$ cat config.mk
export PLATFORM = sky130hd
export DESIGN_NAME = flash_op_arbiter
export DESIGN_NICKNAME = d
export VERILOG_FILES = /design/src/rtl/flash_ctrl_pkg.sv /design/src/rtl/flash_op_timer.sv /design/src/rtl/flash_op_arbiter.sv
export SDC_FILE = /design/constraint.sdc
export NUM_CORES = 1
export LEC_CHECK = 0
export CAP_MARGIN = 30
export CORE_UTILIZATION = 45
export CTS_CLUSTER_SIZE = 10
export DETAILED_ROUTE_END_ITERATION = 7
export PLACE_DENSITY = 0.75
export SYNTH_ARGS = -nofsm -noshare
export SYNTH_HDL_FRONTEND = slang
export SYNTH_HIERARCHICAL = 1
export SYNTH_SLANG_ARGS = --single-unit
$ cat constraint.sdc
create_clock -name clk -period 3.85 [get_ports clk]
set_clock_uncertainty 0.05 [all_clocks]
set_input_delay 0.77 -clock clk [delete_from_list [all_inputs] [get_ports clk]]
set_output_delay 0.77 -clock clk [all_outputs]
set_load 0.02 [all_outputs]
$ cat src/rtl/flash_ctrl_pkg.sv
// Shared constants for the flash command path: operation codes, requester
// indices and arbiter state encodings.
package flash_ctrl_pkg;

    localparam logic [1:0] OP_NONE  = 2'd0;
    localparam logic [1:0] OP_READ  = 2'd1;
    localparam logic [1:0] OP_PROG  = 2'd2;
    localparam logic [1:0] OP_ERASE = 2'd3;

    localparam logic [1:0] REQ_READ  = 2'd0;
    localparam logic [1:0] REQ_WRITE = 2'd1;
    localparam logic [1:0] REQ_ERASE = 2'd2;

    localparam logic [1:0] ST_IDLE    = 2'd0;
    localparam logic [1:0] ST_START   = 2'd1;
    localparam logic [1:0] ST_WAIT    = 2'd2;
    localparam logic [1:0] ST_RELEASE = 2'd3;

    typedef struct packed {
        logic       found;
        logic [1:0] idx;
    } rr_pick_t;

    // Requester index order matches op-code order, offset by one.
    function automatic logic [1:0] req_to_op(input logic [1:0] idx);
        case (idx)
            REQ_READ:  return OP_READ;
            REQ_WRITE: return OP_PROG;
            REQ_ERASE: return OP_ERASE;
            default:   return OP_NONE;
        endcase
    endfunction

endpackage

$ cat src/rtl/flash_op_timer.sv
// Watchdog counter for engine operations: cleared by clr, counts while en,
// and flags expire once it has sat TIMEOUT_CYCLES-1 cycles in the count.
module flash_op_timer #(
    parameter int unsigned TIMEOUT_CYCLES = 65535
) (
    input  logic clk,
    input  logic rst_n,
    input  logic clr,
    input  logic en,
    output logic expire
);

    localparam logic [15:0] LIMIT = 16'(TIMEOUT_CYCLES - 1);

    logic [15:0] cnt;

    always_ff @(posedge clk or negedge rst_n) begin
        if (!rst_n)
            cnt <= '0;
        else if (clr)
            cnt <= '0;
        else if (en && (cnt != LIMIT))
            cnt <= cnt + 16'd1;
    end

    assign expire = en && (cnt == LIMIT);

endmodule

$ cat src/rtl/flash_op_arbiter.sv
// Round-robin arbiter sharing the NAND command engine among read, program and
// erase sequencers. FLASH_ARB_TIMEOUT_EN adds a watchdog abort on stuck ops.
module flash_op_arbiter
    import flash_ctrl_pkg::*;
#(
    parameter int unsigned TIMEOUT_CYCLES = 65535
) (
    input  logic       clk,
    input  logic       rst_n,
    input  logic       req_read,
    input  logic       req_write,
    input  logic       req_erase,
    input  logic       eng_ready,
    input  logic       eng_done,
    output logic       eng_start,
    output logic [1:0] eng_op,
    output logic       eng_abort,
    output logic       grant_read,
    output logic       grant_write,
    output logic       grant_erase,
    output logic       done_read,
    output logic       done_write,
    output logic       done_erase,
    output logic       timeout_err,
    output logic [1:0] arb_state
);

    if (TIMEOUT_CYCLES < 2) begin : g_bad_timeout
        $error("flash_op_arbiter: TIMEOUT_CYCLES must be at least 2");
    end

    logic [1:0] state, state_nxt;
    logic [1:0] win, win_nxt;
    logic [1:0] last;
    logic       done_seen;
    logic       expire;
    logic [2:0] req;
    logic [2:0] grant_q, done_q;
    logic       active_nxt, rel_nxt;
    rr_pick_t   pick;

    // Search starts just past the last winner and wraps through all three.
    function automatic rr_pick_t rr_pick(input logic [2:0] r, input logic [1:0] l);
        rr_pick_t   p;
        logic [1:0] idx;
        p   = '0;
        idx = (l == REQ_ERASE) ? REQ_READ : l + 2'd1;
        for (int i = 0; i < 3; i++) begin
            if (!p.found && r[idx]) begin
                p.found = 1'b1;
                p.idx   = idx;
            end
            idx = (idx == REQ_ERASE) ? REQ_READ : idx + 2'd1;
        end
        return p;
    endfunction

    assign req  = {req_erase, req_write, req_read};
    assign pick = rr_pick(req, last);

    always_comb begin
        state_nxt = state;
        win_nxt   = win;
        case (state)
            ST_IDLE: begin
                if (eng_ready && pick.found) begin
                    state_nxt = ST_START;
                    win_nxt   = pick.idx;
                end
            end
            ST_START: state_nxt = ST_WAIT;
            ST_WAIT: begin
                // A done seen during START is remembered in done_seen.
                if (eng_done || done_seen || expire)
                    state_nxt = ST_RELEASE;
            end
            ST_RELEASE: state_nxt = ST_IDLE;
            default:    state_nxt = ST_IDLE;
        endcase
    end

    assign active_nxt = (state_nxt != ST_IDLE);
    assign rel_nxt    = (state_nxt == ST_RELEASE);

    // Outputs are computed from the next state so they line up with it.
    always_ff @(posedge clk or negedge rst_n) begin
        if (!rst_n) begin
            state     <= ST_IDLE;
            win       <= REQ_READ;
            last      <= REQ_ERASE;
            done_seen <= 1'b0;
            eng_start <= 1'b0;
            eng_op    <= OP_NONE;
            grant_q   <= '0;
            done_q    <= '0;
        end else begin
            state     <= state_nxt;
            win       <= win_nxt;
            done_seen <= (state == ST_START) && eng_done;
            if (state == ST_RELEASE)
                last <= win;
            eng_start <= (state_nxt == ST_START);
            eng_op    <= active_nxt ? req_to_op(win_nxt) : OP_NONE;
            grant_q   <= active_nxt ? (3'b001 << win_nxt) : 3'b000;
            done_q    <= rel_nxt    ? (3'b001 << win_nxt) : 3'b000;
        end
    end

    assign {grant_erase, grant_write, grant_read} = grant_q;
    assign {done_erase, done_write, done_read}    = done_q;
    assign arb_state = state;

`ifdef FLASH_ARB_TIMEOUT_EN
    logic abort_q;

    flash_op_timer #(
        .TIMEOUT_CYCLES(TIMEOUT_CYCLES)
    ) u_timer (
        .clk    (clk),
        .rst_n  (rst_n),
        .clr    (state == ST_START),
        .en     (state == ST_WAIT),
        .expire (expire)
    );

    // A real completion in the expiry cycle takes precedence over the abort.
    always_ff @(posedge clk or negedge rst_n) begin
        if (!rst_n)
            abort_q <= 1'b0;
        else
            abort_q <= (state == ST_WAIT) && !(eng_done || done_seen) && expire;
    end

    assign eng_abort   = abort_q;
    assign timeout_err = abort_q;
`else
    assign expire      = 1'b0;
    assign eng_abort   = 1'b0;
    assign timeout_err = 1'b0;
`endif

endmodule

# Word-level counts from Yosys, hierarchy flattened
# Index checks and enable logic that the tools add are counted.
dict set report totals {
  reg_bits 16
  inputBits 7
  out_inout_bits 13
  word_cells 56
}
dict set report classes {
  add_sub_neg 3
  n_lt_le_gt_ge 3
  eq_ne 10
  n_shift 1
  n_mux 21
  n_reduce_logical 10
}
# operator count
set op_table {}
lappend op_table {{2-bit two-way mux} 8}
lappend op_table {{3-bit two-way mux} 5}
lappend op_table {{2-bit == test, second input constant} 7}
lappend op_table {{2-bit by 3-bit < comparator with 1-bit output, second input constant} 3}
lappend op_table {{2-bit case mux with 4 select lines} 1}
lappend op_table {{2-bit by 1-bit adder with 2-bit output, second input constant} 3}
lappend op_table {{1-bit binary-select mux with 2-bit select} 3}
lappend op_table {{2-bit by 1-bit == test with 1-bit output, second input constant} 3}
lappend op_table {{2-bit case mux with 3 select lines} 1}
lappend op_table {{1-bit logical AND} 4}
lappend op_table {{2-bit zero test} 2}
lappend op_table {{1-bit two-way mux} 3}
lappend op_table {{1-bit by 2-bit left shift with 3-bit output, first input constant} 1}
lappend op_table {{1-bit zero test} 2}
lappend op_table {{2-bit nonzero test} 1}
lappend op_table {{1-bit logical OR} 1}

# Logic depth before layout (Yosys ltp)
dict set report logic_depth {
  depth_word 17
  mapped_depth 7
}

# Worst setup path after synthesis
# Ideal clock, no wire load.
dict set report synth_path {
  path_kind {in2reg}
  start {input port req_erase}
  end {register eng_op[1]}
  setup_ps 119
  arrival_ps 1770
  required_time_ps 3681
  slack_ps 1911
  path_stages 5
  n_path_buf 0
  cell_sequence {o311ai_2 > nand2_1 > o21a_1 > ha_1 > and2_1}
}
dict set report synth_via {
  elab_chain_len 15
}
# item line_no
set synth_rtl {}
lappend synth_rtl {{start, declared} flash_op_arbiter.sv:12} ;# input logic req_erase,
lappend synth_rtl {{1-bit binary-select mux with 2-bit select} flash_op_arbiter.sv:49} ;# if (!p.found && r[idx]) begin
lappend synth_rtl {{1-bit two-way mux (implied by the code)} flash_op_arbiter.sv:49}
lappend synth_rtl {{3-bit two-way mux} flash_op_arbiter.sv:49}
lappend synth_rtl {{1-bit zero test} flash_op_arbiter.sv:49}
lappend synth_rtl {{1-bit logical AND} flash_op_arbiter.sv:49}
lappend synth_rtl {{3-bit two-way mux} flash_op_arbiter.sv:49}
lappend synth_rtl {{1-bit zero test} flash_op_arbiter.sv:49}
lappend synth_rtl {{1-bit logical AND} flash_op_arbiter.sv:49}
lappend synth_rtl {{3-bit two-way mux *} flash_op_arbiter.sv:49}
lappend synth_rtl {{1-bit logical AND} flash_op_arbiter.sv:66} ;# if (eng_ready && pick.found) begin
lappend synth_rtl {{2-bit two-way mux} flash_op_arbiter.sv:66}
lappend synth_rtl {{2-bit two-way mux} flash_op_arbiter.sv:64} ;# case (state)
lappend synth_rtl {{2-bit == test, or another cell as far along} flash_ctrl_pkg.sv:26} ;# case (idx)
lappend synth_rtl {{2-bit case mux with 3 select lines} flash_ctrl_pkg.sv:26}
lappend synth_rtl {{2-bit two-way mux *} flash_op_arbiter.sv:103} ;# eng_op <= active_nxt ? req_to_op(win_nxt) : OP_NONE;
lappend synth_rtl {{end signal, assigned} flash_op_arbiter.sv:103}
lappend synth_rtl {{end, declared} flash_op_arbiter.sv:16} ;# output logic [1:0] eng_op,
# Mark *: on every way between the ends. The rest lies on a longest branch, timed or not. The select of a mux whose other input is x is not followed.
# A chain may end at the register's enable or synchronous reset.

# Final worst setup path
# Ends and elaborated chain as after synthesis.

==> flow_summary.html <==
<table>
<tr><th>Metric</th><th>Value</th></tr>
<tr><th colspan="2">Critical path</th></tr>
<tr><td>Critical Path Fanout Max</td><td>6</td></tr>
<tr><td>Critical path required time</td><td>3.98 ns</td></tr>
<tr><td>Critical path startpoint</td><td>req_erase</td></tr>
<tr><td>Kind of capture point of the worst setup path</td><td>flop</td></tr>
<tr><td>Critical Setup Path Class</td><td>input pin to flop</td></tr>
<tr><td>RR Startpoint</td><td>arb_state[0]</td></tr>
<tr><td>R2r setup slk</td><td>~2.1 ns</td></tr>
<tr><td>Kind of start point of the critical path</td><td>input pin</td></tr>
<tr><td>Signal arrival time at the worst endpoint</td><td>between 2 and 2.5 ns</td></tr>
<tr><th colspan="2">Place</th></tr>
<tr><td>RD Place Congestion</td><td>roughly 0.81</td></tr>
<tr><td>Area post-placement</td><td>a little over 900 sq um</td></tr>
<tr><td>Number of instances in the placed design</td><td>92</td></tr>
<tr><td>Port Buffer Count</td><td>17</td></tr>
<tr><td>Detailed Place HPWL</td><td>1.005 mm</td></tr>
<tr><td>DP Worst Slack</td><td>roughly 1.3 ns</td></tr>
<tr><th colspan="2">STA</th></tr>
<tr><td>Hold violation count in the final report</td><td>0</td></tr>
<tr><td>Worst Hold Slack</td><td>between 0.4 and 0.5 ns</td></tr>
<tr><td>TNS Setup</td><td>0 ns</td></tr>
<tr><td>Period minus WS final</td><td>about 2.3 ns</td></tr>
<tr><td>Setup repair after global routing missed its margin</td><td>no</td></tr>
<tr><td>Final setup violation count</td><td>0</td></tr>
<tr><td>Worst-case headroom to the max-slew limit</td><td>roughly 56%</td></tr>
<tr><td>Achievable Freq</td><td>0.4356 GHz</td></tr>
<tr><td>Transition time at the pin with the least slew margin</td><td>0.6617 ns</td></tr>
<tr><td>Post-route worst setup slack</td><td>1.555 ns</td></tr>
<tr><td>Final worst-path cycle share</td><td>about three fifths</td></tr>
<tr><td>Max Transition Viols Final</td><td>0</td></tr>
<tr><th colspan="2">Floorplanning</th></tr>
<tr><td>I/O pin count</td><td>20</td></tr>
<tr><td>Die X-Extent</td><td>~43 um</td></tr>
<tr><td>Placeable core region</td><td>between 0.0015 and 0.002 sq mm</td></tr>
<tr><td>Vertical die dimension</td><td>~43 um</td></tr>
<tr><td>DIE AREA</td><td>0.001850 sq mm</td></tr>
<tr><td>Starting density of the core</td><td>roughly 49%</td></tr>
<tr><td>Number of placement rows</td><td>14</td></tr>
<tr><th colspan="2">Synthesis</th></tr>
<tr><td>Synth unique cells</td><td>27</td></tr>
<tr><td>Largest cells by area after synthesis</td><td>sky130_fd_sc_hd__dfrtp_1, sky130_fd_sc_hd__ha_1, sky130_fd_sc_hd__o311ai_2</td></tr>
<tr><td>Ranking of synthesized cells by instance count</td><td>sky130_fd_sc_hd__dfrtp_1, sky130_fd_sc_hd__ha_1, sky130_fd_sc_hd__and2_1</td></tr>
<tr><td>Most common cell in the netlist</td><td>sky130_fd_sc_hd__dfrtp_1</td></tr>
<tr><td>Syn_area_per_cell</td><td>around 13 sq um</td></tr>
<tr><td>Number of enable flip-flop cells after synthesis</td><td>0</td></tr>
<tr><td>Primary flip-flop cell chosen by synthesis mapping</td><td>sky130_fd_sc_hd__dfrtp_1</td></tr>
<tr><td>Cells after synthesis</td><td>60</td></tr>
<tr><td>Combined area of all synthesized cells</td><td>757.0 sq um</td></tr>
<tr><td>Number of register bits inferred by synthesis</td><td>16</td></tr>
<tr><td>Fraction of synthesis flops using an asynchronous set or reset pin</td><td>100.0%</td></tr>
<tr><td>Share of the synthesized area in the top cell type</td><td>49.59%</td></tr>
<tr><td>Count of synthesis-stage warnings from yosys</td><td>6</td></tr>
<tr><td>Largest area contributor in the synthesized netlist</td><td>sky130_fd_sc_hd__dfrtp_1</td></tr>
<tr><td>Sequential-to-total area share from yosys stat</td><td>between 50% and 60%</td></tr>
<tr><th colspan="2">Routing</th></tr>
<tr><td>Post-route DRC</td><td>0</td></tr>
<tr><td>Routed WL</td><td>about 1.3 mm</td></tr>
<tr><td>Number of vias per cell</td><td>around 5.6</td></tr>
<tr><td>Total vias in the final route</td><td>roughly 540</td></tr>
<tr><td>Length of the first detailed-routing pass in iterations</td><td>6</td></tr>
<tr><td>DR iter-0 viols</td><td>11</td></tr>
<tr><td>Routed wire per std cell</td><td>13.49 um</td></tr>
<tr><td>Number of nets with antenna violations after detailed routing</td><td>0</td></tr>
<tr><th colspan="2">Clock tree</th></tr>
<tr><td>Number of levels the H-tree was split into</td><td>1</td></tr>
<tr><td>Later-pin clock latency in the skew report</td><td>about 0.28 ns</td></tr>
<tr><td>Longest Clk Path Bufs</td><td>2</td></tr>
<tr><td>Post-CTS Setup Repair Bufs</td><td>0</td></tr>
<tr><td>CTS Buf Count</td><td>3</td></tr>
<tr><td>TritonCTS clock tree</td><td>done</td></tr>
<tr><td>Clock-pin transition on the worst setup and hold timing paths</td><td>about 0.09 ns</td></tr>
<tr><td>CTS Hold Buffers Added</td><td>0</td></tr>
<tr><td>CTS root buffer</td><td>sky130_fd_sc_hd__clkbuf_4</td></tr>
<tr><td>Post-cts sizing count</td><td>0</td></tr>
<tr><td>Number of sinks handled by clock tree synthesis</td><td>16</td></tr>
<tr><th colspan="2">Power and ir drop</th></tr>
<tr><td>Total Power</td><td>around 0.8 mW</td></tr>
<tr><td>Pwr/cell area</td><td>between 800 and 900 mW/mm^2</td></tr>
<tr><td>P_leak</td><td>around 0.44 nW</td></tr>
<tr><td>Worst-case vdd ir drop</td><td>~450 uV</td></tr>
<tr><th colspan="2">Cells and area</th></tr>
<tr><td>Relative area change from synthesis to final layout</td><td>28.43%</td></tr>
<tr><td>Register area</td><td>roughly 400 sq um</td></tr>
<tr><td>Combined area of the multi-input logic cells</td><td>329.1 sq um</td></tr>
<tr><td>Total number of nets in the final design</td><td>96</td></tr>
<tr><td>Final instance area</td><td>972.2 sq um</td></tr>
<tr><td>Layout Cells excl Fill</td><td>96</td></tr>
<tr><td>Fraction of layout instances using a drive strength above 1</td><td>13.75%</td></tr>
<tr><td>Number of diodes</td><td>0</td></tr>
<tr><td>Filler instances</td><td>between 100 and 150</td></tr>
<tr><td>Finished Core Util</td><td>between 60 and 70%</td></tr>
<tr><th colspan="2">Global routing</th></tr>
<tr><td>First-pass GRT wire length</td><td>around 2.2 mm</td></tr>
<tr><td>Antenna violations before repair</td><td>0</td></tr>
<tr><td>Sum of overflow across all layers after global routing</td><td>0</td></tr>
<tr><td>Via count of the first global-routing pass</td><td>about 540</td></tr>
<tr><td>Largest net degree at the start of global routing</td><td>17</td></tr>
<tr><td>Combined global-route utilization of all metal layers</td><td>16.71%</td></tr>
<tr><th colspan="2">Min path</th></tr>
<tr><td>Hold/Removal Path Class</td><td>flop to flop</td></tr>
<tr><td>Startpoint of the lowest-slack hold path</td><td>last[0]</td></tr>
<tr><th colspan="2">Flow run</th></tr>
<tr><td>Count of maximum capacitance violations</td><td>0</td></tr>
<tr><th colspan="2">Status</th></tr>
<tr><td>Result of the run</td><td>completed</td></tr>
</table>
-- cell type report --
| cell class | count | area share, % |
|---|---|---|
| tap | 16 | 2.059 |
| inverter | 4 | 1.544 |
| sequential | 16 | 41.31 |
| multi-input combinational | 39 | 33.85 |
| clock buffer | 4 | 3.732 |
| timing repair buffer | 17 | 17.50 |
-- report_power, final --
part	switching, mW	internal [mW]
clock	0.0502	0.0575
sequential	0.0378	0.237
combinational	0.220	0.191
total	0.308	0.486
-- sequential cells by signal (all words and copies together) (netlist names) --
name / count
done_q: 3
grant_q: 3
arb_state: 2
eng_op: 2
last: 2
win: 2
done_seen: 1
eng_start: 1
-- cells in the final DEF (no fill, tap or decap), drive strengths merged --
cell and n:
clkdlybuf4s50 17, dfrtp 15, clkbuf 4, nand2 1, o21a 2, o21ai 2, a21oi 1, o211ai 1
dfstp 1, and2 5, nor2b 2, mux2i 1, o22ai 1, and3 1, inv 4, mux2 2
a222oi 1, nor2 1, a22o 1, o311ai 2, nor3b 3, a22oi 1, nor3 1, conb 2
ha 8
-- metal layers --
metal  routed length, um  track usage, %  vias up
li1                    -               -      248
met1                 544           18.90      253
met2                 641           27.88       31
met3                  78           4.255        6
met4                  31           10.30        0
met5                   0               0        -
-- path summary, 6_finish.rpt --
path / endpoint / depth (start not counted)
min reg2reg: last[0] / 1
max in group asynchronous: eng_op[0] / 1
max reg2reg: eng_op[1] / 6
min in group asynchronous: done_q[0] / 1
max: eng_op[1] / 6
min: last[0] / 1
-- logic make-up (layout without fill, tap and decap cells) --
group	Yosys count	count (layout)	share of synthesized area, %
buffers and inverters	6	25	3.966
other	1	2	0.4954
muxes	3	3	4.297
adders and majority gates	8	8	13.22
DFF	16	16	53.06
and+or+nand+nor	14	14	11.24
AOI/OAI and AO/OA	12	12	13.72
-- critical path, cell delays in order --
cell,delay [ns]
sky130_fd_sc_hd__clkdlybuf4s50_1,0.47
sky130_fd_sc_hd__o311ai_2,0.49
sky130_fd_sc_hd__nand2_1,0.14
sky130_fd_sc_hd__o21a_1,0.15
sky130_fd_sc_hd__ha_1,0.27
sky130_fd_sc_hd__and2_1,0.13
No activity file was read; power rests on OpenSTA's default activity.
